$ cat src/rtl/bidir_bus_port_ctrl_if.sv
// Request-side and pad-side signals of the half-duplex bus port controller.
// The slave modport is the controller; master is the requester plus pad ring.
interface bidir_bus_port_ctrl_if #(
   parameter int unsigned WIDTH = 8
);
   logic             wr_req;
   logic [WIDTH-1:0] wr_data;
   logic             rd_req;
   logic [WIDTH-1:0] rd_data;
   logic             rd_valid;
   logic             busy;
   logic [WIDTH-1:0] pad_o;
   logic             pad_t;
   logic [WIDTH-1:0] pad_i;
   logic             pad_we_n;
   logic             pad_re_n;

   modport slave (
      input  wr_req, wr_data, rd_req, pad_i,
      output rd_data, rd_valid, busy, pad_o, pad_t, pad_we_n, pad_re_n
   );

   modport master (
      output wr_req, wr_data, rd_req, pad_i,
      input  rd_data, rd_valid, busy, pad_o, pad_t, pad_we_n, pad_re_n
   );
endinterface

$ cat src/rtl/bidir_bus_port_ctrl.sv
// Half-duplex tri-state bus controller: write/read strobes with guaranteed
// released-bus turnaround between transfers. All outputs registered.
module bidir_bus_port_ctrl #(
   parameter int unsigned WIDTH       = 8,
   parameter int unsigned TURN_CYCLES = 2,
   parameter int unsigned RD_WAIT     = 2
) (
   input  logic                     clk,
   input  logic                     reset,
   bidir_bus_port_ctrl_if.slave     bus
);
   localparam int unsigned CNT_W = 4;

   typedef enum logic [2:0] {
      IDLE    = 3'd0,
      WSETUP  = 3'd1,
      WSTROBE = 3'd2,
      WHOLD   = 3'd3,
      RSTROBE = 3'd4,
      TURN    = 3'd5
   } state_t;

   state_t           state_q, state_d;
   logic [CNT_W-1:0] cnt_q, cnt_d;
   logic [WIDTH-1:0] pad_o_d, rd_data_d;
   logic             rd_valid_d, pad_t_d, we_n_d, re_n_d, busy_d;

   // Next state plus next registered outputs, decoded from the state being entered
   always_comb begin
      state_d    = state_q;
      cnt_d      = cnt_q;
      pad_o_d    = bus.pad_o;
      rd_data_d  = bus.rd_data;
      rd_valid_d = 1'b0;

      case (state_q)
         IDLE: begin
            if (bus.wr_req) begin
               state_d = WSETUP;
               pad_o_d = bus.wr_data;
            end else if (bus.rd_req) begin
               state_d = RSTROBE;
               cnt_d   = CNT_W'(RD_WAIT - 1);
            end
         end
         WSETUP:  state_d = WSTROBE;
         WSTROBE: state_d = WHOLD;
         WHOLD: begin
            state_d = TURN;
            cnt_d   = CNT_W'(TURN_CYCLES - 1);
         end
         RSTROBE: begin
            if (cnt_q == '0) begin
               state_d    = TURN;
               cnt_d      = CNT_W'(TURN_CYCLES - 1);
               rd_data_d  = bus.pad_i;
               rd_valid_d = 1'b1;
            end else begin
               cnt_d = cnt_q - CNT_W'(1);
            end
         end
         TURN: begin
            if (cnt_q == '0) state_d = IDLE;
            else             cnt_d   = cnt_q - CNT_W'(1);
         end
         default: state_d = IDLE;
      endcase

      // FPGA drives only in the three write states, so it can never overlap a read strobe
      pad_t_d = !(state_d == WSETUP || state_d == WSTROBE || state_d == WHOLD);
      we_n_d  = (state_d != WSTROBE);
      re_n_d  = (state_d != RSTROBE);
      busy_d  = (state_d != IDLE);
   end

   always_ff @(posedge clk) begin
      if (reset) begin
         state_q      <= IDLE;
         cnt_q        <= '0;
         bus.pad_o    <= '0;
         bus.pad_t    <= 1'b1;
         bus.pad_we_n <= 1'b1;
         bus.pad_re_n <= 1'b1;
         bus.busy     <= 1'b0;
         bus.rd_valid <= 1'b0;
         bus.rd_data  <= '0;
      end else begin
         state_q      <= state_d;
         cnt_q        <= cnt_d;
         bus.pad_o    <= pad_o_d;
         bus.pad_t    <= pad_t_d;
         bus.pad_we_n <= we_n_d;
         bus.pad_re_n <= re_n_d;
         bus.busy     <= busy_d;
         bus.rd_valid <= rd_valid_d;
         bus.rd_data  <= rd_data_d;
      end
   end
endmodule

$ cat src/flat_wrapper.sv
// flat-port wrapper written by rule: the top's interface ports become plain ports
module bidir_bus_port_ctrl_flat 
#(
   parameter int unsigned WIDTH       = 8,
   parameter int unsigned TURN_CYCLES = 2,
   parameter int unsigned RD_WAIT     = 2
)
  (clk, reset, bus_wr_req, bus_wr_data, bus_rd_req, bus_pad_i, bus_rd_data, bus_rd_valid, bus_busy, bus_pad_o, bus_pad_t, bus_pad_we_n, bus_pad_re_n);
  bidir_bus_port_ctrl_if #(.WIDTH(WIDTH)) bus_i ();
  input  logic clk;
  input  logic reset;
  input wire logic [$bits(bus_i.wr_req)-1:0] bus_wr_req;
  input wire logic [$bits(bus_i.wr_data)-1:0] bus_wr_data;
  input wire logic [$bits(bus_i.rd_req)-1:0] bus_rd_req;
  input wire logic [$bits(bus_i.pad_i)-1:0] bus_pad_i;
  output wire logic [$bits(bus_i.rd_data)-1:0] bus_rd_data;
  output wire logic [$bits(bus_i.rd_valid)-1:0] bus_rd_valid;
  output wire logic [$bits(bus_i.busy)-1:0] bus_busy;
  output wire logic [$bits(bus_i.pad_o)-1:0] bus_pad_o;
  output wire logic [$bits(bus_i.pad_t)-1:0] bus_pad_t;
  output wire logic [$bits(bus_i.pad_we_n)-1:0] bus_pad_we_n;
  output wire logic [$bits(bus_i.pad_re_n)-1:0] bus_pad_re_n;
  assign bus_i.wr_req = bus_wr_req;
  assign bus_i.wr_data = bus_wr_data;
  assign bus_i.rd_req = bus_rd_req;
  assign bus_i.pad_i = bus_pad_i;
  assign bus_rd_data = bus_i.rd_data;
  assign bus_rd_valid = bus_i.rd_valid;
  assign bus_busy = bus_i.busy;
  assign bus_pad_o = bus_i.pad_o;
  assign bus_pad_t = bus_i.pad_t;
  assign bus_pad_we_n = bus_i.pad_we_n;
  assign bus_pad_re_n = bus_i.pad_re_n;
  bidir_bus_port_ctrl #(.WIDTH(WIDTH), .TURN_CYCLES(TURN_CYCLES), .RD_WAIT(RD_WAIT)) u_core (.clk(clk), .reset(reset), .bus(bus_i));
endmodule
$ cat config.mk
export PLATFORM = sky130hd
export DESIGN_NAME = bidir_bus_port_ctrl_flat
export DESIGN_NICKNAME = d
export VERILOG_FILES = /design/src/rtl/bidir_bus_port_ctrl_if.sv /design/src/rtl/bidir_bus_port_ctrl.sv /design/src/flat_wrapper.sv
export SDC_FILE = /design/constraint.sdc
export NUM_CORES = 1
export LEC_CHECK = 0
export BUFFER_PORTS_ARGS = -buffer_cell sky130_fd_sc_hd__buf_2
export CAP_MARGIN = 25
export CELL_PAD_IN_SITES_DETAIL_PLACEMENT = 1
export CELL_PAD_IN_SITES_GLOBAL_PLACEMENT = 2
export CORE_MARGIN = 8
export CORE_UTILIZATION = 27
export DETAILED_ROUTE_END_ITERATION = 8
export GPL_TIMING_DRIVEN = 0
export PLACE_DENSITY = 0.75
export SLEW_MARGIN = 5
export SYNTH_ARGS = -nofsm -noshare
export SYNTH_HDL_FRONTEND = slang
export SYNTH_SLANG_ARGS = --single-unit
$ cat constraint.sdc
create_clock -name clk -period 1.9 [get_ports clk]
set_clock_uncertainty 0.15 [all_clocks]
set_input_delay 0.19 -clock clk [delete_from_list [all_inputs] [get_ports clk]]
set_output_delay 0.19 -clock clk [all_outputs]
set_load 0.005 [all_outputs]
### After elaboration in Yosys (flattened, before gate mapping)

Index checks and enable logic that the tools add are counted.

* output and inout bits: 21
* flip-flop bits (word level): 28
* bits of input ports: 20

* equal/unequal tests: 13
* bitwise logic cells: 1
* mux-type cells: 11
* add/subtract/negate cells: 1
* reductions and logical operators: 11

Operator list (count)
* 3-bit one-hot mux with 6 select lines: 1
* 4-bit 2-to-1 mux: 4
* 4-bit one-hot mux with 4 select lines: 1
* 3-bit by 2-bit equality test with 1-bit output (second input constant): 4
* 3-bit 2-to-1 mux: 4
* 3-bit by 1-bit equality test with 1-bit output (second input constant): 2
* 3-bit equality test (second input constant): 2
* 2-bit != test (second input constant): 3
* 4-bit zero test: 1
* 2-bit AND reduction: 2
* 4-bit AND reduction: 1
* 4-bit nonzero test: 1
* 4-bit by 1-bit subtractor with 4-bit output (second input constant): 1
* 3-bit zero test: 1
* 3-bit by 2-bit != test with 1-bit output (second input constant): 1
* 3-bit != test (second input constant): 1
* 3-bit nonzero test: 1
* 1-bit logical OR: 2
* 2-bit OR reduction: 1
* 1-bit zero test: 1
* 1-bit 2-to-1 mux: 1
* 1-bit inverter: 1

### Depth between registers and ports, before layout

Gate-level depths: netlist of run 1.

* word-level depth: 7
* depth in mapped cells: 7
* gate-level depth less buffers: 7

### Least setup slack after synthesis of run 1

No wires, ideal clock.

* kind: register to register
* from: register u_core.cnt_q[0]
* to: register u_core.bus.pad_t
* library setup time: 127 ps
* setup slack: 147 ps
* stages on the path, launching flop included: 8
* period minus slack after synthesis: 1753 ps
* data arrival time: 1476 ps
* path buffers: 0
* cells stage by stage: dfxtp_1 -> inv_1 -> ha_1 -> or3b_4 -> nand2_1 -> o31a_2 -> o22ai_1 -> or3_1

* longest elaborated chain between the ends: 7

Ends and longest elaborated chain
* from (decl): RTL line bidir_bus_port_ctrl.sv:24 `logic [CNT_W-1:0] cnt_q, cnt_d;`
* from (signal assigned): RTL line bidir_bus_port_ctrl.sv:89 `cnt_q <= cnt_d;`
* 4-bit zero test (*): RTL line bidir_bus_port_ctrl.sv:53, bidir_bus_port_ctrl.sv:63
* 3-bit 2-to-1 mux, on equally long branches: RTL line bidir_bus_port_ctrl.sv:63, bidir_bus_port_ctrl.sv:53
* 3-bit one-hot mux with 6 select lines (*): RTL line bidir_bus_port_ctrl.sv:36 `case (state_q)`
* 3-bit by 1-bit equality test with 1-bit output / 3-bit by 2-bit equality test with 1-bit output (equally long branches): RTL line bidir_bus_port_ctrl.sv:70 `pad_t_d = !(state_d == WSETUP || state_d == WSTROBE || state_d == WHOLD);`
* 1-bit logical OR: RTL line bidir_bus_port_ctrl.sv:70
* 1-bit logical OR (*): RTL line bidir_bus_port_ctrl.sv:70
* 1-bit zero test (*): RTL line bidir_bus_port_ctrl.sv:70
* to (signal assigned): RTL line bidir_bus_port_ctrl.sv:91 `bus.pad_t <= pad_t_d;`
* to (decl): RTL line bidir_bus_port_ctrl_if.sv:20 `output rd_data, rd_valid, busy, pad_o, pad_t, pad_we_n, pad_re_n`

Mark *: on every way between the ends. The rest lies on a longest branch, timed or not.
A chain may end at the register's enable or synchronous reset.

### Final worst setup path of run 1

Ends and elaborated chain as after synthesis.

==> impl_results.md, run 1 <==
* Total Wirelength at 3330 µm
* Final worst path period share at 97.9%
* GRT Total Usage at 10.4%
* Wire per inst at 14.5 µm
* Register Area at 563 µm²
* Via count at 1081
* DRC at 0
* Most used DFF post-synth: dfxtp_1
* Crit end category: flop
* Placed inst area at 0.00141 mm²
* Clock sink total at 28
* NumNets Final at 203
* Compound-cell area share of the yosys netlist at 11.9%
* Largest area contributor in the netlist: dfxtp_1
* DP Wirelength at 2490 µm
* Crit path max-delay family: simple AND/OR/NAND/NOR gates
* Clock power share at 19.1%
* Synth warnings at 0
* CTS tree: built
* Synth unique cells at 32
* Core Box Area at 0.00406 mm²
* Cell Int Power at 1.61 mW
* EDFF count, synth at 0
* Gr ovfl total at 0
* Die W at 81.2 µm
* Highest-delay cell along the critical path: or3b_4
* Global-route wire length before repair at 5510 µm
* TritonCTS Buffers at 3
* Initial DRC Count at 20
* Initial Utilization at 28.3%
* Worst Max-Slew Pin Slew at 0.479 ns
* Status: complete, but fails checks
* Remaining antenna violation count at 0
* Post-synth net total at 149
* Root Buffer Master: clkbuf_8
* Final instance area at 0.00162 mm²
* Peak VDD IR at 0.488 mV
* DR pass1 iterations at 4
* Slowest stage delay, CP at 0.39 ns
* Gate power share at 46.7%
* Worst hold path class: in2reg
* Syn Area/Cell at 9.03 µm²
* Data arrival, critical path at 1.89 ns
* WP buf/inv at 1
* Post-synthesis mux area share at 7.85%
* Crit path cell chain: inv_2 > ha_4 > or3b_4 > nand2_2 > o31a_4 > o22ai_4 > or3_1
* Vias per inst at 4.70
* GPL Wtd Cong at 0.827
* Initial antenna violation count at 0
* Net Sw Frac at 36.8%
* Sw power at 937 µW
* Post-synthesis adder-cell area fraction at 2.18%
* Clock transition at the registers of the reported paths at 0.10 ns
* Area of the multi-input gates at 567 µm²
* Maximum clock path buffer count at 2
* Vias in the first global route at 1180
* Die Area at 0.00659 mm²
* Critical Path Fanout Max at 4
* CP Class: reg2reg
* Maximum number of pins on one net before global-route repair at 17
* Worst skew pair latency at 0.28 ns
* Flop pwr share at 34.2%
* Min cycle time layout at 1.86 ns
* Area delta synth->final at 40.8%
* N_diodes at 0
* Synth top area cells: dfxtp_1 49%, mux2i_1 7.9%, nand2_1 6.2%, nor2_1 5.6%, a21oi_1 4.8%
* Post-synthesis register bit count at 28
* LEAKAGE at 0.765 nW
* PortBufs at 39
* Mapped Area at 0.00115 mm²
* PwrDens at 1580 mW/mm²
* Required time of the worst setup path at 1.92 ns
* PnR worst setup slack at 0.0391 ns
* Max Cap Viol at 0
* # rows at 23
* Mapped Cells at 127
* Post-synth ARST share at 0%
* IO Pins at 41
* Slew margin rel. at 68.1%
* Violated checks: hold timing
* Unrepaired setup endpoints after global routing: true
* Max Slew Vio Count at 0
* Chip height at 81.2 µm
* Achievable Freq at 537 MHz
* Synth Area in Simple Gates at 22.4%
* Register area share after synthesis at 48.9%
* Hold Fails Final Rpt at 3
* CP startpoint kind: flop
* Share of layout cells above drive strength 1 at 36.7%
* Worst hold margin at -0.00550 ns
* Post-Synth XOR/XNOR Area at 1.53%
* H-tree Lvls at 1
* Final setup viols at 0
* Share of Yosys cell area claimed by the top area cell type at 48.9%
* Fill cells at 497
* Largest family of logic cells by synthesized area: simple AND/OR/NAND/NOR gates
* DP Worst Slack at -0.0706 ns
==> cell type report <==
class                           count  share of cell area (%)
Clock buffer                        3                    2.56
Multi-Input combinational cell     87                    35.1
Sequential cell                    28                    34.9
Inverter                            5                    1.16
Tap cell                           50                    3.87
Timing Repair Buffer               49                    18.0
Clock inverter                      1                    1.86
Buffer                              7                    2.63
==> cells by family after synthesis <==
group / Yosys count
AND/OR/NAND/NOR: 53
flip-flops: 28
AO/OA/AOI/OAI: 21
buffers and inverters: 12
multiplexers: 9
XOR/XNOR: 2
adder cells (fa/ha/maj): 2
==> flip-flops by register name, indices dropped and copies added (netlist names) <==
signal	cells
u_core.state_q	3
u_core.bus.rd_data	8
u_core.bus.pad_we_n	1
u_core.bus.pad_re_n	1
u_core.bus.busy	1
u_core.bus.pad_t	1
u_core.cnt_q	4
u_core.bus.pad_o	8
u_core.bus.rd_valid	1
==> routing by layer <==
layer,vias to the layer above,share of wire [%],GRT usage [%]
li1,529,-,-
met1,520,40,10.9
met2,27,51,19.0
met3,5,6.8,3.42
met4,0,1.4,3.75
met5,-,0,0
==> synth_stat cells, types with 2 or more instances <==
library cell	number
inv_1	4
xnor2_1	2
nand3_1	4
and2b_2	2
mux2i_1	9
ha_1	2
nand2_1	19
a211oi_1	2
nor2_1	17
dfxtp_1	28
a21oi_1	11
buf_6	2
clkbuf_1	4
or3_1	3
==> per-stage QoR <==
stage                     std cells  utilization (%)  total power [mW]  TNS [ns]  hold slack [ns]
after floorplan                 127                -              1.61         0            0.176
after global placement          216             34.6              1.87         0            0.271
after detailed placement        216             34.6              1.92    -0.493            0.288
after CTS                       228             38.7              2.47         0         0.000421
after global routing            230             39.8              2.74   -0.0182          0.00965
final                           230             39.8              2.55         0         -0.00550
==> power groups by stage <==
stage | combinational (mW) | clock [mW] | sequential (mW)
floorplan | 0.748 | 0 | 0.863
global placement | 1.01 | 0 | 0.860
detailed placement | 1.05 | 0 | 0.870
CTS | 1.11 | 0.490 | 0.865
global route | 1.33 | 0.511 | 0.897
finish | 1.19 | 0.486 | 0.872
==> worst min-delay path: cells and delay by family <==
family / cells / cell delay [ns]
simple gates: 1 / 0.05
compound gates: 1 / 0.05
buf+inv: 1 / 0.09
==> path summary, 6_finish.rpt <==
check / end / cells after the start / slack [ns] / from
setup / recovery: u_core.bus.pad_t / 7 / 0.04 / u_core.cnt_q[0]
hold / removal: u_core.bus.pad_o[0] / 3 / -0.005 / bus_wr_data[0]
setup reg to reg: u_core.bus.pad_t / 7 / 0.04 / u_core.cnt_q[0]
hold reg to reg: u_core.bus.pad_o[4] / 2 / 0.31 / u_core.bus.pad_o[4]
==> what timing repair did <==
action	4_1_cts	5_1_grt
gates cloned	0	0
buffers inserted	0	2
pin swaps	0	3
endpoints found under the setup margin	13	7
hold buffers	8	0
resized for setup	4	7
hold endpoints to repair	8	0
==> layout by cell type, fill, tap and decap left out, types with 2 or more instances in the layout <==
master	synthesis	routed
nand3_1	4	4
or3_1	3	3
clkbuf_1	4	4
and2b_2	2	2
dlygate4sd3_1	0	8
buf_2	1	40
nand2_1	19	18
nor2_1	17	17
xnor2_1	2	2
a211oi_1	2	2
nand2_2	1	2
clkbuf_8	0	3
mux2i_1	9	9
a21oi_1	11	11
dfxtp_1	28	26
buf_6	2	2
inv_2	1	3
buf_4	0	2
inv_1	4	2
dfxtp_2	0	2
Power figures use the tool's default switching activity.
==> inputs of run 2 (changes only) <==
clock period = 1.95 ns   (was 1.9 ns; I/O delays follow)
==> run 2 against run 1 <==
The flow still finishes with violations (hold timing); non-clock buffer count shrank 4; maximum frequency shrank 0.10%; cell count shrank 1.7%; clock-buffer cell count is the same; sequential power shrank 2.8%; combinational power shrank 6%; largest cell class is now sequential cells; first-iteration DRC count grew 5.0%; sequential cell count is the same; critical endpoint unchanged; sequential share of layout area grew 1.0 points; highest routed layer unchanged.
==> impl_results.md, run 2 (same netlist as run 1, synthesis figures left out) <==
* Worst hold margin at -0.00518 ns
* CP Launch Point: u_core.cnt_q[0]
* Die W at 81.2 µm
* Critical Path Fanout Max at 4
* Share of layout cells above drive strength 1 at 36.9%
* Hold Fails Final Rpt at 4
* WP buf/inv at 1
* IO Pins at 41
* Total Wirelength at 3310 µm
* Slowest stage delay, CP at 0.39 ns
* Root Buffer Master: clkbuf_8
* Routing usage on met3 at 3.53%
* Via count at 1055
* Status: complete, but fails checks
* Worst r2r path cells at 7
* Worst Max-Slew Pin Slew at 0.463 ns
* Wire per inst at 14.7 µm
* Worst skew pair latency at 0.28 ns
* Data arrival, critical path at 1.89 ns
* Final instance area at 0.00157 mm²
* Min cycle time layout at 1.86 ns
* Placed inst area at 0.00141 mm²
* Max Cap Viol at 0
* Worst hold path class: in2reg
* NumNets Final at 199
* Slew margin rel. at 69.1%
* Gr busiest metal: met2
* TritonCTS Buffers at 3
* Max Slew Vio Count at 0
* Core Box Area at 0.00406 mm²
* Clock sink total at 28
* R2R Setup Slk at 0.09 ns
* Final Power at 2.44 mW
* Remaining antenna violation count at 0
* Area of the multi-input gates at 559 µm²
* Area delta synth->final at 36.9%
* Vias per inst at 4.67
* Gr ovfl total at 0
* Cells after DPL at 216
* H-tree Lvls at 1
* Achievable Freq at 537 MHz
* Initial Utilization at 28.3%
* Initial DRC Count at 21
* Maximum number of pins on one net before global-route repair at 17
* CTS tree: built
* Most frequent cells in the layout: 40 x buf_2, 26 x dfxtp_1, 18 x nand2_1, 17 x nor2_1, 11 x a21oi_1
* Worst flop-to-flop path endpoint: u_core.bus.pad_t
* Required time of the worst setup path at 1.98 ns
* N_diodes at 0
* DR pass1 iterations at 4
* DP Wirelength at 2490 µm
* Fin Setup TNS at 0 ns
* Fill cells at 498
* Worst Hold Launch: bus_pad_i[5]
* CP Class: reg2reg
* Top flop regs: u_core.bus.pad_o (8), u_core.bus.rd_data (8), u_core.cnt_q (4)
* Crit path max-delay family: simple AND/OR/NAND/NOR gates
* Global-route wire length before repair at 5450 µm
* Violated checks: hold timing
* Highest-delay cell along the critical path: or3b_4
* Die Area at 0.00659 mm²
* Final worst path period share at 95.5%
* Clock transition at the registers of the reported paths at 0.10 ns
* Unrepaired setup endpoints after global routing: false
* Crit end category: flop
* DRC at 0
* Final setup viols at 0
* R2R Path Start: u_core.cnt_q[0]
* Met1 Track Usage GR at 10.7%
* Register Area at 563 µm²
* PwrDens at 1560 mW/mm²
* Peak VDD IR at 0.475 mV
* GRT Total Usage at 10.3%
* Worst Setup EP: u_core.bus.pad_t
* Levels on crit path at 7
* PortBufs at 39
* Commonest non-fill, non-tap cell in the layout: buf_2
* Crit path cell chain: inv_2 > ha_4 > or3b_4 > nand2_2 > o31a_2 > o22ai_4 > or3_1
* Fin cells at 226
* Met2 Resource Use GR at 18.8%
* Maximum clock path buffer count at 2
* Initial antenna violation count at 0
* GPL Wtd Cong at 0.827
* CP startpoint kind: flop
* Chip height at 81.2 µm
* # rows at 23
* Vias in the first global route at 1167
* LEAKAGE at 0.743 nW
-- run 2: how the worst min path moves through the flow --
stage | slack, ns | cells past startpoint | end
2_1_floorplan | 0.18 | 2 | u_core.bus.pad_o[0]
3_3_place_gp | 0.28 | 3 | u_core.bus.rd_data[0]
3_5_place_dp | 0.29 | 3 | u_core.bus.rd_data[3]
4_1_cts | 0.002 | 3 | u_core.bus.rd_data[7]
5_1_grt | 0.01 | 3 | u_core.bus.pad_o[2]
6_report | -0.005 | 3 | u_core.bus.rd_data[5]
-- run 2: area by class of cell --
class / count / area share (%)
well taps: 50 / 3.98
repair buffers: 45 / 16.1
clock inverters: 1 / 1.91
clock buffers: 3 / 2.63
inverters: 5 / 1.20
multi-input cells: 87 / 35.6
plain buffers: 7 / 2.71
flip-flops and latches: 28 / 35.9
-- run 2: tightest hold or removal path, cell delays in order --
cell and delay (ns):
buf_2 0.08, mux2i_1 0.05, nor2_1 0.08
-- run 2: repair_timing --
action | CTS | global route
endpoints found under the hold margin | 5 | 0
endpoints found under the setup margin | 11 | 4
pin swaps | 0 | 2
hold buffers | 5 | 0
gates resized for setup | 1 | 9
setup buffers | 0 | 1
-- run 2: layer usage --
| metal | vias to the layer above | share of wire, % |
|---|---|---|
| li1 | 522 | - |
| met1 | 501 | 41 |
| met2 | 27 | 50 |
| met3 | 5 | 7.2 |
| met4 | 0 | 1.4 |
| met5 | - | 0 |
-- run 2: power by group --
group / internal, mW / leakage (nW) / switching [mW]
clock network: 0.276 / 0.0357 / 0.200
logic: 0.523 / 0.477 / 0.596
registers: 0.738 / 0.230 / 0.110
-- run 2: stage by stage --
stage               worst slack [ns]  util, %
global route                  0.0266     38.7
global placement              0.0708     34.6
finish                        0.0872     38.7
floorplan                      0.197        -
detailed placement           -0.0206     34.6
CTS                           0.0213     37.7
